$ cat src/rtl/ewrapper_rx_deser_align.sv
// rtl/ewrapper_rx_deser_align.sv - eLink receive deserializer with bitslip word alignment
// Per-lane DDR pair shifter, RATIO-bit capture through a slip offset, and a frame-lane training hunt.
module ewrapper_rx_deser_align #(
  parameter int NCH = 9,
  parameter int RATIO = 8,
  parameter int FRAME_LANE = 8,
  parameter logic [RATIO-1:0] ALIGN_PATTERN = RATIO'(8'h3C),
  parameter int SETTLE_WORDS = 2,
  parameter int LOCK_WORDS = 4
) (
  input  logic                             CLK,
  input  logic                             RESET_N,
  input  logic [NCH-1:0]                   DATA_EVEN,
  input  logic [NCH-1:0]                   DATA_ODD,
  input  logic                             ALIGN_EN,
  input  logic                             BITSLIP,
  output logic [NCH*RATIO-1:0]             DATA_OUT,
  output logic                             DATA_VALID,
  output logic                             ALIGNED,
  output logic                             ALIGN_FAIL,
  output logic [$clog2(2*RATIO+1)-1:0]     SLIP_COUNT
);

  localparam int PW = $clog2(RATIO/2);
  localparam int OW = $clog2(RATIO);
  localparam int SW = $clog2(2*RATIO+1);
  localparam int MW = $clog2(LOCK_WORDS+1);
  localparam int WW = $clog2(SETTLE_WORDS+2);

  typedef enum logic [2:0] {
    S_IDLE,
    S_HUNT,
    S_WAIT,
    S_CHECK,
    S_LOCKED,
    S_FAIL
  } state_t;

  state_t                state, state_n;
  logic [PW-1:0]         phase;
  logic [OW-1:0]         offset, offset_n;
  logic [SW-1:0]         slip_cnt, slip_cnt_n;
  logic [MW-1:0]         match_cnt, match_n;
  logic [WW-1:0]         wait_cnt, wait_n;
  logic [2*RATIO-1:0]    sreg [NCH];
  logic [NCH*RATIO-1:0]  window;
  logic [RATIO-1:0]      frame_word;
  logic                  capture;
  logic                  bitslip_q;
  logic                  align_en_q;
  logic                  slip_rise;
  logic                  do_slip;
  logic                  mismatch;

  assign capture    = (phase == PW'(RATIO/2-1));
  assign slip_rise  = BITSLIP & ~bitslip_q;
  assign frame_word = window[FRAME_LANE*RATIO +: RATIO];

  // Larger offsets reach further back in the shift register, i.e. older bits.
  always_comb begin
    window = '0;
    for (int c = 0; c < NCH; c++) begin
      window[c*RATIO +: RATIO] = sreg[c][offset +: RATIO];
    end
  end

  always_ff @(posedge CLK or negedge RESET_N) begin
    if (!RESET_N) begin
      phase      <= '0;
      DATA_OUT   <= '0;
      DATA_VALID <= 1'b0;
      for (int c = 0; c < NCH; c++) begin
        sreg[c] <= '0;
      end
    end else begin
      phase      <= capture ? '0 : phase + 1'b1;
      DATA_VALID <= capture;
      if (capture) begin
        DATA_OUT <= window;
      end
      for (int c = 0; c < NCH; c++) begin
        sreg[c] <= {sreg[c][2*RATIO-3:0], DATA_EVEN[c], DATA_ODD[c]};
      end
    end
  end

  // align_en_q resets high so a level held through reset is not taken as a new request.
  always_ff @(posedge CLK or negedge RESET_N) begin
    if (!RESET_N) begin
      state      <= S_IDLE;
      offset     <= '0;
      slip_cnt   <= '0;
      match_cnt  <= '0;
      wait_cnt   <= '0;
      bitslip_q  <= 1'b0;
      align_en_q <= 1'b1;
    end else begin
      state      <= state_n;
      offset     <= offset_n;
      slip_cnt   <= slip_cnt_n;
      match_cnt  <= match_n;
      wait_cnt   <= wait_n;
      bitslip_q  <= BITSLIP;
      align_en_q <= ALIGN_EN;
    end
  end

  always_comb begin
    state_n  = state;
    match_n  = match_cnt;
    wait_n   = wait_cnt;
    do_slip  = 1'b0;
    mismatch = 1'b0;
    case (state)
      S_IDLE: begin
        if (ALIGN_EN && !align_en_q) begin
          state_n = S_HUNT;
          match_n = '0;
        end else if (!ALIGN_EN && slip_rise) begin
          do_slip = 1'b1;
        end
      end
      S_HUNT: begin
        if (capture) begin
          if (frame_word == ALIGN_PATTERN) begin
            match_n = MW'(1);
            state_n = (LOCK_WORDS <= 1) ? S_LOCKED : S_CHECK;
          end else begin
            mismatch = 1'b1;
          end
        end
      end
      S_CHECK: begin
        if (capture) begin
          if (frame_word == ALIGN_PATTERN) begin
            if (int'(match_cnt) + 1 >= LOCK_WORDS) begin
              state_n = S_LOCKED;
            end else begin
              match_n = match_cnt + 1'b1;
            end
          end else begin
            mismatch = 1'b1;
          end
        end
      end
      S_WAIT: begin
        if (capture) begin
          if (wait_cnt <= WW'(1)) begin
            state_n = S_HUNT;
            wait_n  = '0;
          end else begin
            wait_n = wait_cnt - 1'b1;
          end
        end
      end
      default: ;
    endcase

    // The slip that exhausts two full rotations is still applied, then the hunt gives up.
    if (mismatch) begin
      do_slip = 1'b1;
      match_n = '0;
      wait_n  = WW'(SETTLE_WORDS);
      if (int'(slip_cnt) + 1 >= 2*RATIO) begin
        state_n = S_FAIL;
      end else if (SETTLE_WORDS == 0) begin
        state_n = S_HUNT;
      end else begin
        state_n = S_WAIT;
      end
    end

    if (state != S_IDLE && !ALIGN_EN) begin
      state_n = S_IDLE;
      do_slip = 1'b0;
    end

    offset_n   = offset;
    slip_cnt_n = (state == S_IDLE && state_n == S_HUNT) ? '0 : slip_cnt;
    if (do_slip) begin
      offset_n = (offset == OW'(RATIO-1)) ? '0 : offset + 1'b1;
      if (slip_cnt != SW'(2*RATIO)) begin
        slip_cnt_n = slip_cnt + 1'b1;
      end
    end
  end

  assign ALIGNED    = (state == S_LOCKED);
  assign ALIGN_FAIL = (state == S_FAIL);
  assign SLIP_COUNT = slip_cnt;

endmodule

$ cat config.mk
export PLATFORM = sky130hd
export DESIGN_NAME = ewrapper_rx_deser_align
export DESIGN_NICKNAME = d
export VERILOG_FILES = /design/src/rtl/ewrapper_rx_deser_align.sv
export SDC_FILE = /design/constraint.sdc
export NUM_CORES = 1
export LEC_CHECK = 0
export CORE_AREA = 10 10 192 194
export CTS_CLUSTER_DIAMETER = 80
export DETAILED_ROUTE_END_ITERATION = 10
export DIE_AREA = 0 0 202 204
export HOLD_SLACK_MARGIN = 0.12
export PLACE_DENSITY = 0.52
export SYNTH_ARGS = -nofsm -noshare
export SYNTH_HDL_FRONTEND = slang
export SYNTH_SLANG_ARGS = --single-unit
export TNS_END_PERCENT = 50
$ cat constraint.sdc
create_clock -name CLK -period 2.48 [get_ports CLK]
set_input_delay 0.496 -clock CLK [delete_from_list [all_inputs] [get_ports CLK]]
set_output_delay 0.496 -clock CLK [all_outputs]
set_load 0.03 [all_outputs]
# Word-level counts from Yosys, hierarchy flattened
# Cells that the tools add are included.
dict set report word_totals {
  register_bits 237
  out_inout_bits 80
}
dict set report classes {
  addsub 7
  order_cmp 3
  eq_ne 16
  shift 9
  mux 37
  n_bitwise 2
  n_reduce_logical 14
}
# op count
set ops {}
lappend ops {{$shiftx A16 B4 Y8} 9}
lappend ops {{$mux W3} 19}
lappend ops {{$ne A3 B3 Y1 const B} 6}
lappend ops {{$mux W5} 3}
lappend ops {{$pmux W3 S4} 1}
lappend ops {{$mux W2} 5}
lappend ops {{$eq A3 B3 Y1 const B} 3}
lappend ops {{$pmux W3 S3} 1}
lappend ops {{$eq A8 B6 Y1 const B} 1}
lappend ops {{$mux W1} 8}
lappend ops {{$reduce_and A7 Y1} 1}
lappend ops {{$add A3 B1 Y3 const B} 2}
lappend ops {{$add A5 B1 Y6 const B} 1}
lappend ops {{$eq A3 B1 Y1 const B} 2}
lappend ops {{$eq A3 B2 Y1 const B} 2}
lappend ops {{$ge A6 B5 Y1 const B} 1}
lappend ops {{$add A5 B1 Y5 const B} 1}
lappend ops {{$ne A5 B5 Y1 const B} 1}
lappend ops {{$add A3 B1 Y4 const B} 1}
lappend ops {{$ge A4 B3 Y1 const B} 1}
lappend ops {{$logic_and A1 B1 Y1} 4}
lappend ops {{$reduce_bool A2 Y1} 2}
lappend ops {{$reduce_bool A4 Y1} 1}
lappend ops {{$logic_not A3 Y1} 1}
lappend ops {{10 further kinds} 11}

# Longest topological paths before layout
# Gate-level depths: netlist of run 1.
dict set report logic_depth {
  depth_word 13
  depth_mapped 11
  mapped_depth_nobuf 8
}

# Least setup slack after synthesis of run 1
# Ideal clock, no wire load.
dict set report synth_path {
  path_type {reg2reg}
  startpoint {register offset[0]}
  endpoint {register slip_cnt[1], in the netlist SLIP_COUNT[1]}
  arrival_ns 2.080
  required_time_ns 2.355
  slack_ns 0.275
  stages_incl_launch_ff 11
  n_path_buf 3
  path_cell_list {dfrtp_1 buf_6 buf_8 buf_6 nor3_2 nor3_1 a311o_1 a211oi_2 a211oi_2 nand2_1 mux2_2}
}
dict set report synth_via {
  elab_chain_len 12
  elab_cells_between_ends 19
  cone_classes {eq/ne (2); shift (1); mux (15); reduce/logical (1)}
}
# element line
set synth_lines {}
lappend synth_lines {{from (decl)} 41} ;# logic [OW-1:0] offset, offset_n;
lappend synth_lines {{from (signal assigned)} 99} ;# offset <= offset_n;
lappend synth_lines {{$shiftx A16 B4 Y8 *} 63} ;# window[c*RATIO +: RATIO] = sreg[c][offset +: RATIO];
lappend synth_lines {{$eq A8 B6 Y1 *} {125, 135}}
lappend synth_lines {{$mux W3 (tied with other cells)} 135} ;# if (frame_word == ALIGN_PATTERN) begin
lappend synth_lines {{$mux W3 (tied with other cells)} 134} ;# if (capture) begin
lappend synth_lines {{$pmux W3 S4 or $mux W1 (tied branches)} --}
lappend synth_lines {{$mux W3} 160} ;# if (mismatch) begin
lappend synth_lines {{$mux W3} 173} ;# if (state != S_IDLE && !ALIGN_EN) begin
lappend synth_lines {{$eq A3 B1 Y1} 179} ;# slip_cnt_n = (state == S_IDLE && state_n == S_HUNT) ? '0 : slip_cnt;
lappend synth_lines {{$logic_and A1 B1 Y1} 179}
lappend synth_lines {{$mux W5} 179}
lappend synth_lines {{$mux W5} 182} ;# if (slip_cnt != SW'(2*RATIO)) begin
lappend synth_lines {{$mux W5 *} 180} ;# if (do_slip) begin
lappend synth_lines {{named net slip_cnt_n[1]} 42} ;# logic [SW-1:0] slip_cnt, slip_cnt_n;
lappend synth_lines {{to (signal assigned)} 100} ;# slip_cnt <= slip_cnt_n;
lappend synth_lines {{to (decl)} 42}
# The timed path passes the listed nets; every way through them passes the cells marked *.
# A chain may end at the register's enable or synchronous reset.

# Worst setup path after layout of run 1
dict set report layout_path {
  startpoint {register offset[0]}
  endpoint {register slip_cnt[4], in the netlist SLIP_COUNT[4]}
}
# The elaborated chain is that of the path after synthesis.

==> impl_metrics.ini, run 1 <==
[status]
outcome = completed

[sta]
max-slew-margin-rel_pct = 63.3
whs_ns = 0.370
finalSetupViolCount = 0
finalHoldViolations = 0
finalCritPeriodShare_pct = 98.3
rsz0062_at_grt = true
fmax_mhz = 410
fin_ws_ns = 0.0410
tightest_slew_ns = 0.550
slew_viol_final = 0
clock_skew_ns = 0.00872
fin_crit_ns = 2.44

[floorplan]
die_y_um = 204
fp-row-count = 67
die_area_um2 = 41200
die_x_um = 202
start_util_pct = 31.6
coreArea_um2 = 33100
io_pins = 102

[yosys]
ys_seq_area_share_pct = 54.5
mappedNetlistArea_um2 = 10500
yosys_register_bits = 228
ys_warn_count = 0
ys.flop_type = dfrtp_1
syn_avg_cell_area_um2 = 13.5
synth_edf_count = 0
syn-num-nets = 802
synthCells = 774
async_flop_share_pct = 100
synth.distinct_cells = 65

[setup_path]
reg2reg_depth = 9
critical_path_peak_fanout = 8
reg2reg_to = SLIP_COUNT[4]
crit_type = reg -> reg
worst_ep_required_time_ns = 2.89
critPathCaptureType = flip-flop
r2r_setup_slack_ns = 0.04
reg2reg_from = offset[0]
crit_arrival_ns = 2.85
worstSetupStartpointType = flip-flop

[cells_and_area]
layout_commonest_cell = dfrtp_1
fin_nets = 924
areaGrowthSynthToFinish_pct = 25.7
antenna_cells = 0
drive_gt1_share_pct = 20.5
regArea_um2 = 5720
final_cell_mix = dfrtp_1 (224), mux2i_1 (121), clkdlybuf4s50_1 (98)
multi_input_area_um2 = 4480
fillers = 3118

[grt]
grt_pass1_vias = 6963
overflow = 0
grt_max_degree = 122
grt_usage_pct = 11.3
antenna_found_initial = 0
grt_first_pass_wirelength_um = 38700

[clocking]
worstSkewPairLatency_ns = 0.52
cts_root_buffer = clkbuf_16
clock_sinks = 228
htreeDepth = 1
numCtsBuffers = 27
clk_pin_slew_worst_paths_ns = 0.06
clk_path_buf_depth = 3
cts_tree = yes

[placed_design]
port_buffers = 101
dp_hpwl_um = 15900
dp_slack_ns = 0.0445
place_congestion = 0.862

[flow_run]
drv_cap = 0

[pwr]
p_seq_share_pct = 30.0
p_leak_nw = 5.52
switchingPower_mw = 6.37
swShare_pct = 37.2
p_per_area_nw_per_um2 = 1300
ir_drop_v = 0.000605
clockPowerShare_pct = 22.1
power.internal_mw = 10.8
pwr-share-comb_pct = 47.8

[route]
viasPerCell = 4.88
wl_per_cell_um = 17.7
drt_first_iter_violations = 272
ant_nets = 0
drc = 0
wirelength_um = 24200
num_vias = 6661
dr.pass1.iters = 4

[hold_path]
worstHoldPathType = reg -> reg
whs_path_depth = 0
hp-start = sreg[16]
holdPathEnd = sreg[18]
## flip-flops by register name, summed over array words and instances (netlist names), 2 cells and up
signal	flops
state	3
offset	3
SLIP_COUNT	5
wait_cnt	2
match_cnt	3
phase	2
DATA_OUT	72
sreg	135
## per-stage QoR
stage	std cells	util (%)	setup TNS (ns)	cell area [um2]	total power, mW
floorplan	774	-	0	10500	10.7
global placement	1305	36.6	0	12100	13.2
detailed placement	1305	36.6	0	12100	13.2
CTS	1355	39.2	0	13000	17.2
global route	1364	39.7	-0.0997	13100	18.2
finish	1364	39.7	0	13100	17.1
## cell usage after synthesis, types with 2 or more instances
library cell | number | share of area (%)
a211oi_1 | 2 | 0.14
a211oi_2 | 3 | 0.36
a21boi_0 | 2 | 0.14
a21oi_1 | 77 | 3.7
a31oi_1 | 6 | 0.36
a32oi_1 | 2 | 0.17
a41oi_1 | 2 | 0.17
and2b_2 | 2 | 0.17
buf_1 | 9 | 0.32
buf_2 | 11 | 0.53
buf_4 | 3 | 0.22
buf_6 | 4 | 0.43
clkbuf_1 | 25 | 0.90
dfrtp_1 | 227 | 54
ha_1 | 6 | 0.72
inv_1 | 13 | 0.47
mux2_2 | 6 | 0.65
mux2i_1 | 122 | 12
mux4_1 | 3 | 0.75
mux4_2 | 68 | 15
nand2_1 | 17 | 0.61
nand2b_1 | 3 | 0.18
nand3_1 | 4 | 0.19
nand3b_1 | 2 | 0.14
nor2_1 | 90 | 3.2
nor2b_1 | 3 | 0.18
nor3_1 | 12 | 0.57
nor3b_1 | 4 | 0.29
nor4_1 | 2 | 0.12
o211ai_1 | 2 | 0.14
o21ai_0 | 5 | 0.24
o22ai_1 | 2 | 0.12
o31ai_1 | 2 | 0.14
or2b_2 | 2 | 0.17
## worst max-delay path, stage by stage (launching register included)
cell and delay, ns:
dfrtp_4 0.51, buf_12 0.15, mux2i_2 0.16, mux4_2 0.51, a21oi_1 0.12, and4b_2 0.29, a211oi_2 0.10, buf_6 0.15
buf_4 0.13, a32o_1 0.21
## worst max-delay path by stage
stage | from | to | slack (ns) | depth (start not counted)
final | offset[0] | SLIP_COUNT[4] | 0.04 | 9
after global routing | offset[0] | SLIP_COUNT[3] | -0.03 | 9
after CTS | offset[0] | state[0] | 0.02 | 8
after detailed placement | offset[0] | state[0] | 0.04 | 8
after global placement | offset[0] | state[2] | 0.1 | 9
after floorplan | offset[0] | SLIP_COUNT[1] | 0.28 | 10
## layout make-up
type / count / share of cell area (%)
Clock buffer: 41 / 5.99
Clock inverter: 8 / 0.523
Inverter: 14 / 0.400
Multi-Input combinational cell: 478 / 34.1
Sequential cell: 228 / 43.5
Tap cell: 448 / 4.26
Timing Repair Buffer: 147 / 11.2
## power by group through the flow
stage	Combinational [mW]	Clock [mW]	Sequential [mW]
2_1_floorplan	4.42	0	6.29
3_3_place_gp	7.98	0	5.25
3_5_place_dp	7.98	0	5.26
5_1_grt	8.85	4.09	5.27
4_1_cts	8.03	3.95	5.20
6_report	8.20	3.79	5.15
## metal layers
metal,vias up,global-route usage [%],wire length [um]
met5,-,0,0
met4,0,2.90,425
met3,31,2.65,1220
met2,112,17.7,11000
met1,3382,15.5,11500
li1,3136,-,-
## repair_timing
item	4_1_cts	5_1_grt
gates cloned	0	1
setup endpoints to repair	2	10
endpoints found under the hold margin	55	0
buffers inserted	0	8
pin swaps	0	2
hold buffers	1	0
resized for setup	2	17
## cells by family after synthesis
family,count (synthesis),synth area share (%)
AND/OR/NAND/NOR,152,6.71
multiplexers,200,27.8
buffers and inverters,68,3.17
flip-flops,228,54.5
AO/OA/AOI/OAI,120,7.02
adder cells (fa/ha/maj),6,0.717
Power figures use the tool's default switching activity.
==> run 2, diff against run 1 <==
- SLEW_MARGIN: unset -> 20
==> results of run 2 <==
Same layout as run 1: the final DEF is identical, and so are final timing and power.
==> run 3, diff against run 2 <==
- CAP_MARGIN: unset -> 20
==> results of run 3 <==
Same layout as run 1: the final DEF is identical, and so are final timing and power.
